<file path="src/rtl/cnn_fp_pkg.sv">
// Shared floating-point definitions for the small-float datapath blocks.
//   - default field widths (half precision: 5-bit exponent, 10-bit mantissa)
//   - exponent bias helper and canonical quiet-NaN builder
//   - flag bit positions within the 3-bit {overflow, underflow, inexact} word
//   - operand/result classification used to steer the packing stage
package cnn_fp_pkg;

    localparam int FP_EXP_W = 5;
    localparam int FP_MAN_W = 10;

    // Bit positions inside the flags word.
    localparam int FLAG_OVF = 2;
    localparam int FLAG_UNF = 1;
    localparam int FLAG_INX = 0;

    typedef enum logic [1:0] {
        CLS_NORMAL = 2'd0,
        CLS_ZERO   = 2'd1,
        CLS_INF    = 2'd2,
        CLS_NAN    = 2'd3
    } fp_class_e;

    function automatic int fp_bias(input int exp_w);
        return (1 << (exp_w - 1)) - 1;
    endfunction

    localparam int FP_BIAS = fp_bias(FP_EXP_W);

    // Canonical quiet NaN: sign 0, exponent all ones, mantissa MSB only.
    // 0x7E00 for the default widths.
    function automatic logic [63:0] fp_qnan(input int exp_w, input int man_w);
        logic [63:0] v;
        v = ((64'd1 << exp_w) - 64'd1) << man_w;
        v = v | (64'd1 << (man_w - 1));
        return v;
    endfunction

endpackage

</file>
<file path="src/rtl/fp_norm_round.sv">
// Normalise and round the raw mantissa product of two normal operands.
//   i_exp      : biased exponent ea+eb-BIAS, signed, EXP_W+2 bits
//   i_prod     : (2*MAN_W+2)-bit product of the two mantissas with hidden 1s
//   i_rnd_trunc: 0 = round to nearest even, 1 = truncate
//   o_exp/o_man: packed exponent and stored-mantissa fields of the result
//   o_flags    : {overflow, underflow, inexact}
// Purely combinational; the caller registers the outputs.
module fp_norm_round
    import cnn_fp_pkg::*;
#(
    parameter int EXP_W = FP_EXP_W,
    parameter int MAN_W = FP_MAN_W
) (
    input  logic signed [EXP_W+1:0]   i_exp,
    input  logic        [2*MAN_W+1:0] i_prod,
    input  logic                      i_rnd_trunc,
    output logic        [EXP_W-1:0]   o_exp,
    output logic        [MAN_W-1:0]   o_man,
    output logic        [2:0]         o_flags
);
    localparam int EW = EXP_W + 2;
    localparam logic signed [EW-1:0] EXP_ZERO = '0;
    localparam logic signed [EW-1:0] EXP_TOP  = EW'((1 << EXP_W) - 1);

    logic                    w_msb;
    logic [MAN_W-1:0]        w_man;
    logic                    w_guard;
    logic                    w_sticky;
    logic                    w_round_up;
    logic [MAN_W:0]          w_man_rnd;
    logic signed [EW-1:0]    w_exp_fin;

    // Product lies in [1,4); a set MSB means the value is >= 2 and the
    // whole field shifts down one place, so the bit selects move up by one.
    assign w_msb    = i_prod[2*MAN_W+1];
    assign w_man    = w_msb ? i_prod[2*MAN_W:MAN_W+1] : i_prod[2*MAN_W-1:MAN_W];
    assign w_guard  = w_msb ? i_prod[MAN_W]           : i_prod[MAN_W-1];
    assign w_sticky = w_msb ? (|i_prod[MAN_W-1:0])    : (|i_prod[MAN_W-2:0]);

    assign w_round_up = !i_rnd_trunc && w_guard && (w_sticky || w_man[0]);
    assign w_man_rnd  = {1'b0, w_man} + (MAN_W+1)'(w_round_up);

    // A rounding carry-out leaves the mantissa field at zero and bumps the exponent.
    assign w_exp_fin = i_exp + EW'(w_msb) + EW'(w_man_rnd[MAN_W]);

    always_comb begin
        o_exp    = w_exp_fin[EXP_W-1:0];
        o_man    = w_man_rnd[MAN_W-1:0];
        o_flags  = '0;
        o_flags[FLAG_INX] = w_guard || w_sticky;
        if (w_exp_fin <= EXP_ZERO) begin
            o_exp = '0;
            o_man = '0;
            o_flags[FLAG_UNF] = 1'b1;
            o_flags[FLAG_INX] = 1'b1;
        end else if (w_exp_fin >= EXP_TOP) begin
            o_exp = '1;
            o_man = '0;
            o_flags[FLAG_OVF] = 1'b1;
            o_flags[FLAG_INX] = 1'b1;
        end
    end

endmodule

</file>
<file path="src/rtl/float_mult_pipe.sv">
// Three-stage pipelined small-float multiplier with valid/ready handshakes.
//   S1: unpack, classify, mantissa multiply, exponent sum
//   S2: normalise + round (fp_norm_round)
//   S3: pack into the output register, applying zero/inf/NaN overrides
// Ports: clk, reset (sync, active high); in_valid/in_ready with float_a,
// float_b, rnd_mode, in_tag; out_valid/out_ready with product, out_tag,
// flags = {overflow, underflow, inexact}.
// A single enable stalls every stage together when the output is blocked.
module float_mult_pipe
    import cnn_fp_pkg::*;
#(
    parameter int EXP_W = FP_EXP_W,
    parameter int MAN_W = FP_MAN_W,
    parameter int TAG_W = 4
) (
    input  logic                   clk,
    input  logic                   reset,
    input  logic                   in_valid,
    output logic                   in_ready,
    input  logic [EXP_W+MAN_W:0]   float_a,
    input  logic [EXP_W+MAN_W:0]   float_b,
    input  logic                   rnd_mode,
    input  logic [TAG_W-1:0]       in_tag,
    output logic                   out_valid,
    input  logic                   out_ready,
    output logic [EXP_W+MAN_W:0]   product,
    output logic [TAG_W-1:0]       out_tag,
    output logic [2:0]             flags
);
    localparam int W  = 1 + EXP_W + MAN_W;
    localparam int PW = 2 * MAN_W + 2;
    localparam int EW = EXP_W + 2;
    localparam logic signed [EW-1:0] BIAS_S = EW'(fp_bias(EXP_W));
    localparam logic [W-1:0]         QNAN   = W'(fp_qnan(EXP_W, MAN_W));

    logic w_en;

    // ---------------- S1: unpack + multiply ----------------
    logic [EXP_W-1:0]     w_a_exp, w_b_exp;
    logic [MAN_W-1:0]     w_a_man, w_b_man;
    logic                 w_a_zero, w_b_zero, w_a_max, w_b_max;
    fp_class_e            w_class;
    logic [PW-1:0]        w_prod;
    logic signed [EW-1:0] w_exp_sum;

    assign w_a_exp  = float_a[W-2 -: EXP_W];
    assign w_b_exp  = float_b[W-2 -: EXP_W];
    assign w_a_man  = float_a[MAN_W-1:0];
    assign w_b_man  = float_b[MAN_W-1:0];
    assign w_a_zero = (w_a_exp == '0);
    assign w_b_zero = (w_b_exp == '0);
    assign w_a_max  = &w_a_exp;
    assign w_b_max  = &w_b_exp;

    // An all-ones exponent takes priority over zero, so inf x 0 becomes NaN.
    always_comb begin
        w_class = CLS_NORMAL;
        if (w_a_max || w_b_max) begin
            if ((w_a_man == '0) && (w_b_man == '0) && !w_a_zero && !w_b_zero)
                w_class = CLS_INF;
            else
                w_class = CLS_NAN;
        end else if (w_a_zero || w_b_zero) begin
            w_class = CLS_ZERO;
        end
    end

    assign w_prod    = PW'({1'b1, w_a_man}) * PW'({1'b1, w_b_man});
    assign w_exp_sum = {2'b00, w_a_exp} + {2'b00, w_b_exp} - BIAS_S;

    logic                 r_s1_valid;
    logic                 r_s1_sign;
    fp_class_e            r_s1_class;
    logic [PW-1:0]        r_s1_prod;
    logic signed [EW-1:0] r_s1_exp;
    logic                 r_s1_rnd;
    logic [TAG_W-1:0]     r_s1_tag;

    // ---------------- S2: normalise + round ----------------
    logic [EXP_W-1:0]     w_nr_exp;
    logic [MAN_W-1:0]     w_nr_man;
    logic [2:0]           w_nr_flags;

    fp_norm_round #(
        .EXP_W (EXP_W),
        .MAN_W (MAN_W)
    ) u_norm_round (
        .i_exp       (r_s1_exp),
        .i_prod      (r_s1_prod),
        .i_rnd_trunc (r_s1_rnd),
        .o_exp       (w_nr_exp),
        .o_man       (w_nr_man),
        .o_flags     (w_nr_flags)
    );

    logic                 r_s2_valid;
    logic                 r_s2_sign;
    fp_class_e            r_s2_class;
    logic [EXP_W-1:0]     r_s2_exp;
    logic [MAN_W-1:0]     r_s2_man;
    logic [2:0]           r_s2_flags;
    logic [TAG_W-1:0]     r_s2_tag;

    // ---------------- S3: pack ----------------
    logic [W-1:0]         w_pack_word;
    logic [2:0]           w_pack_flags;

    always_comb begin
        w_pack_word  = {r_s2_sign, r_s2_exp, r_s2_man};
        w_pack_flags = r_s2_flags;
        case (r_s2_class)
            CLS_ZERO: begin
                w_pack_word  = {r_s2_sign, {(W-1){1'b0}}};
                w_pack_flags = '0;
            end
            CLS_INF: begin
                w_pack_word  = {r_s2_sign, {EXP_W{1'b1}}, {MAN_W{1'b0}}};
                w_pack_flags = '0;
            end
            CLS_NAN: begin
                w_pack_word  = QNAN;
                w_pack_flags = '0;
            end
            default: ;
        endcase
    end

    logic                 r_out_valid;
    logic [W-1:0]         r_product;
    logic [TAG_W-1:0]     r_out_tag;
    logic [2:0]           r_flags;

    assign w_en     = !r_out_valid || out_ready;
    assign in_ready = w_en;

    // Stage-valid and output registers: reset discards everything in flight.
    always_ff @(posedge clk) begin
        if (reset) begin
            r_s1_valid  <= 1'b0;
            r_s2_valid  <= 1'b0;
            r_out_valid <= 1'b0;
            r_product   <= '0;
            r_out_tag   <= '0;
            r_flags     <= '0;
        end else if (w_en) begin
            r_s1_valid  <= in_valid;
            r_s2_valid  <= r_s1_valid;
            r_out_valid <= r_s2_valid;
            if (r_s2_valid) begin
                r_product <= w_pack_word;
                r_out_tag <= r_s2_tag;
                r_flags   <= w_pack_flags;
            end
        end
    end

    // Datapath registers only load behind a valid bit, so they need no reset.
    always_ff @(posedge clk) begin
        if (w_en && in_valid) begin
            r_s1_sign  <= float_a[W-1] ^ float_b[W-1];
            r_s1_class <= w_class;
            r_s1_prod  <= w_prod;
            r_s1_exp   <= w_exp_sum;
            r_s1_rnd   <= rnd_mode;
            r_s1_tag   <= in_tag;
        end
        if (w_en && r_s1_valid) begin
            r_s2_sign  <= r_s1_sign;
            r_s2_class <= r_s1_class;
            r_s2_exp   <= w_nr_exp;
            r_s2_man   <= w_nr_man;
            r_s2_flags <= w_nr_flags;
            r_s2_tag   <= r_s1_tag;
        end
    end

    assign out_valid = r_out_valid;
    assign product   = r_product;
    assign out_tag   = r_out_tag;
    assign flags     = r_flags;

endmodule

</file>
<file path="config.mk">
export PLATFORM = sky130hd
export DESIGN_NAME = float_mult_pipe
export DESIGN_NICKNAME = d
export VERILOG_FILES = /design/src/rtl/cnn_fp_pkg.sv /design/src/rtl/fp_norm_round.sv /design/src/rtl/float_mult_pipe.sv
export SDC_FILE = /design/constraint.sdc
export NUM_CORES = 1
export LEC_CHECK = 0
export CELL_PAD_IN_SITES_DETAIL_PLACEMENT = 0
export CELL_PAD_IN_SITES_GLOBAL_PLACEMENT = 1
export CORE_MARGIN = 5
export CORE_UTILIZATION = 42
export CTS_CLUSTER_DIAMETER = 60
export DETAILED_ROUTE_END_ITERATION = 7
export PLACE_DENSITY = 0.76
export SYNTH_ARGS = -nofsm -noshare
export SYNTH_HDL_FRONTEND = slang
export SYNTH_SLANG_ARGS = --single-unit
</file>
<file path="constraint.sdc">
create_clock -name clk -period 5.4 [get_ports clk]
set_input_delay 0.81 -clock clk [delete_from_list [all_inputs] [get_ports clk]]
set_output_delay 0.81 -clock clk [all_outputs]
set_load 0.05 [all_outputs]
</file>
==> flow_summary.json <==
{
  "grt_pass1_vias": 5828,
  "rsz0062_at_grt": "no",
  "synth-adder-area-share_pct": 32.0,
  "clock_path_buffers": 2,
  "rows": 50,
  "synthTopCellsByArea": "edfxtp_1, fa_1, ha_1",
  "synth-seq-cells": 88,
  "rrSetupSlack_ns": 1.25,
  "p_leak_nw": 4.35,
  "num_vias": 5749,
  "grt_use_total_pct": 15.2,
  "synth_top_area_share_pct": 23.5,
  "diodes": 0,
  "setup_ws_ns": 0.190,
  "cap_violations": 0,
  "syn_area_um2": 7910,
  "die_h_um": 147,
  "synth_area_leader_cell": "edfxtp_1",
  "place_inst": 1170,
  "worstReg2RegStart": "r_s1_prod[21]$_DFFE_PP_",
  "firstDrtPassIters": 4,
  "status": "finished clean",
  "clk_latency_ns": 0.33,
  "ys_seq_area_share_pct": 30.1,
  "hpwl_um": 13500,
  "pre_cts_ws_ns": -0.656,
  "tightest_slew_ns": 1.11,
  "wl_per_cell_um": 13.5,
  "die_area_um2": 21700,
  "io_pins": 66,
  "coreArea_um2": 18600,
  "period_minus_slack_ns": 5.21,
  "final-instance-count-excl-fill": 1189,
  "synthMuxAreaShare_pct": 1.03,
  "grt_pass1_wl_um": 27300,
  "final_util_pct": 51.9,
  "drc": 0,
  "final-hold-violation-count": 0,
  "synthSimpleGateAreaFrac_pct": 14.8,
  "crit_type": "in2reg",
  "grt_max_degree": 38,
  "crit_fanout": 4,
  "final-seq-area_um2": 2380,
  "clkTransAtPathRegs_ns": 0.06,
  "drive_gt1_share_pct": 14.3,
  "arrival_ns": 5.29,
  "cts_sinks": 88,
  "powerDensity_nw_per_um2": 521,
  "cts_tree": "yes",
  "io_buffer_count": 65,
  "synthXorXnorAreaFrac_pct": 4.30,
  "vias_per_cell": 4.84,
  "ir_drop_mv": 0.353,
  "syn-instance-count": 821,
  "drv_slew": 0,
  "nFillCells": 1727,
  "max_slew_margin_pct": 26.0,
  "skew_ns": 0.00848,
  "synth_top_family_by_area": "adder cells",
  "gp_congestion": 0.877,
  "grt_overflow_total": 0,
  "area_delta_synth_final_pct": 22.4,
  "nNetsFinal": 1144,
  "min_period_over_period_pct": 96.5,
  "htree_levels": 3,
  "fmax_mhz": 192,
  "cts_buffers": 9,
  "synthFlopType": "edfxtp_1",
  "fp.dieW_um": 147,
  "start_util_pct": 42.4,
  "start_kind": "input pin",
  "cp.required_ns": 5.48,
  "multi_input_area_um2": 4920,
  "synth_compound_area_share_pct": 9.15,
  "netlist-cell-type-count": 49,
  "setup_violations": 0,
  "endpoint_kind": "flip-flop",
  "worst_hold_path_type": "reg2reg",
  "async_reset_ff_share_pct": 0,
  "syn-num-nets": 1015,
  "crit_start": "float_a[6]",
  "wirelength_um": 16000,
  "drt_iter0_markers": 215,
  "hp-start": "r_s1_tag[1]$_DFFE_PP_",
  "synth_edf_count": 62,
  "avgSynthCellArea_um2": 9.63,
  "yosys_warnings": 0,
  "antenna_left": 0,
  "root_buffer": "clkbuf_16",
  "antenna_found_initial": 0
}
## repair_timing
item                       in CTS  in global routing
hold buffers                    0                  0
pin swaps                       2                  5
buffers inserted                1                  2
setup endpoints to repair      11                 10
resized for setup              25                 26
## metal layers
layer	up-vias	GRT usage (%)	share of wire (%)
met5	-	0	0
met4	0	3.87	1.5
met3	16	1.88	3.1
met2	110	28.0	50
met1	2705	19.0	45
li1	2918	-	-
## flip-flops by register name (all words and copies together), names as in the netlist, 3 cells and up
| signal | flops |
|---|---|
| flags | 3 |
| out_tag | 4 |
| product | 16 |
| r_s1_exp | 7 |
| r_s1_prod | 22 |
| r_s1_tag | 4 |
| r_s2_exp | 5 |
| r_s2_flags | 3 |
| r_s2_man | 10 |
| r_s2_tag | 4 |
## cells by family (layout without fill, tap and decap cells)
kind of cell,Yosys count,in the layout
compound gates,113,113
xor+xnor,38,38
flops,88,88
mux,8,8
fa+ha+maj,153,153
buf+inv,175,309
simple gates,246,246
## final timing paths
check,end,cells past startpoint
hold / removal,r_s2_tag[1]$_DFFE_PP_,0
hold reg to reg,r_s2_tag[1]$_DFFE_PP_,0
setup reg to reg,r_s2_man[2]$_SDFFCE_PP0P_,18
setup / recovery,r_s1_prod[14]$_DFFE_PP_,20
## stage by stage
stage / area [um2] / hold slack, ns / TNS (ns) / total power [mW]
3_3_place_gp: 9350 / 0.402 / -5.42 / 4.22
6_report: 9680 / 0.420 / 0 / 5.05
5_1_grt: 9680 / 0.426 / 0 / 5.55
3_5_place_dp: 9350 / 0.405 / -5.97 / 4.25
2_1_floorplan: 7930 / 0.400 / 0 / 3.05
4_1_cts: 9680 / 0.421 / 0 / 4.98
## power by group
part | internal, mW | switching, mW
Clock | 0.354 | 0.245
Sequential | 0.964 | 0.0795
Combinational | 1.72 | 1.69
## cells in the final DEF (no fill, tap or decap), types with 26 or more instances in the layout
cell type,n
nor2_1,38
dfxtp_1,26
nand2_1,97
and2_1,46
inv_1,138
ha_1,68
clkdlybuf4s50_1,47
buf_4,90
fa_1,82
edfxtp_1,62
a21oi_1,51
## layout make-up
type                       instances  share of cell area (%)
clock buffer                      11                    2.73
sequential                        88                    24.6
timing repair buffer             155                    13.1
multi-input combinational        558                    50.8
clock inverter                     5                   0.375
inverter                         138                    5.35
tap                              234                    3.02
## cells in the mapped netlist, types with 6 or more instances
cell type  instances
mux2i_1            7
a211oi_1          10
inv_1            138
nand3_1           25
dfxtp_1           26
a21oi_1           54
fa_1              82
nor2_1            38
nand2b_1           6
nor2b_1            6
nand2_1           98
o21ai_1            9
edfxtp_1          62
clkbuf_1          27
nor4_1            11
ha_1              71
xor2_1            12
xnor2_1           25
buf_2              7
and2_1            47
## worst max-delay path, cell delays in order
cell             delay (ns)
clkdlybuf4s15_1        0.26
nand2_1                0.10
fa_1                   0.50
inv_1                  0.05
fa_1                   0.51
inv_1                  0.06
fa_1                   0.48
inv_1                  0.06
fa_1                   0.52
inv_1                  0.05
fa_1                   0.53
inv_1                  0.04
ha_1                   0.32
o211a_2                0.18
and2_1                 0.23
a21oi_2                0.09
buf_4                  0.13
buf_4                  0.12
buf_4                  0.12
xnor2_1                0.12
(Power assumes the default switching activity.)
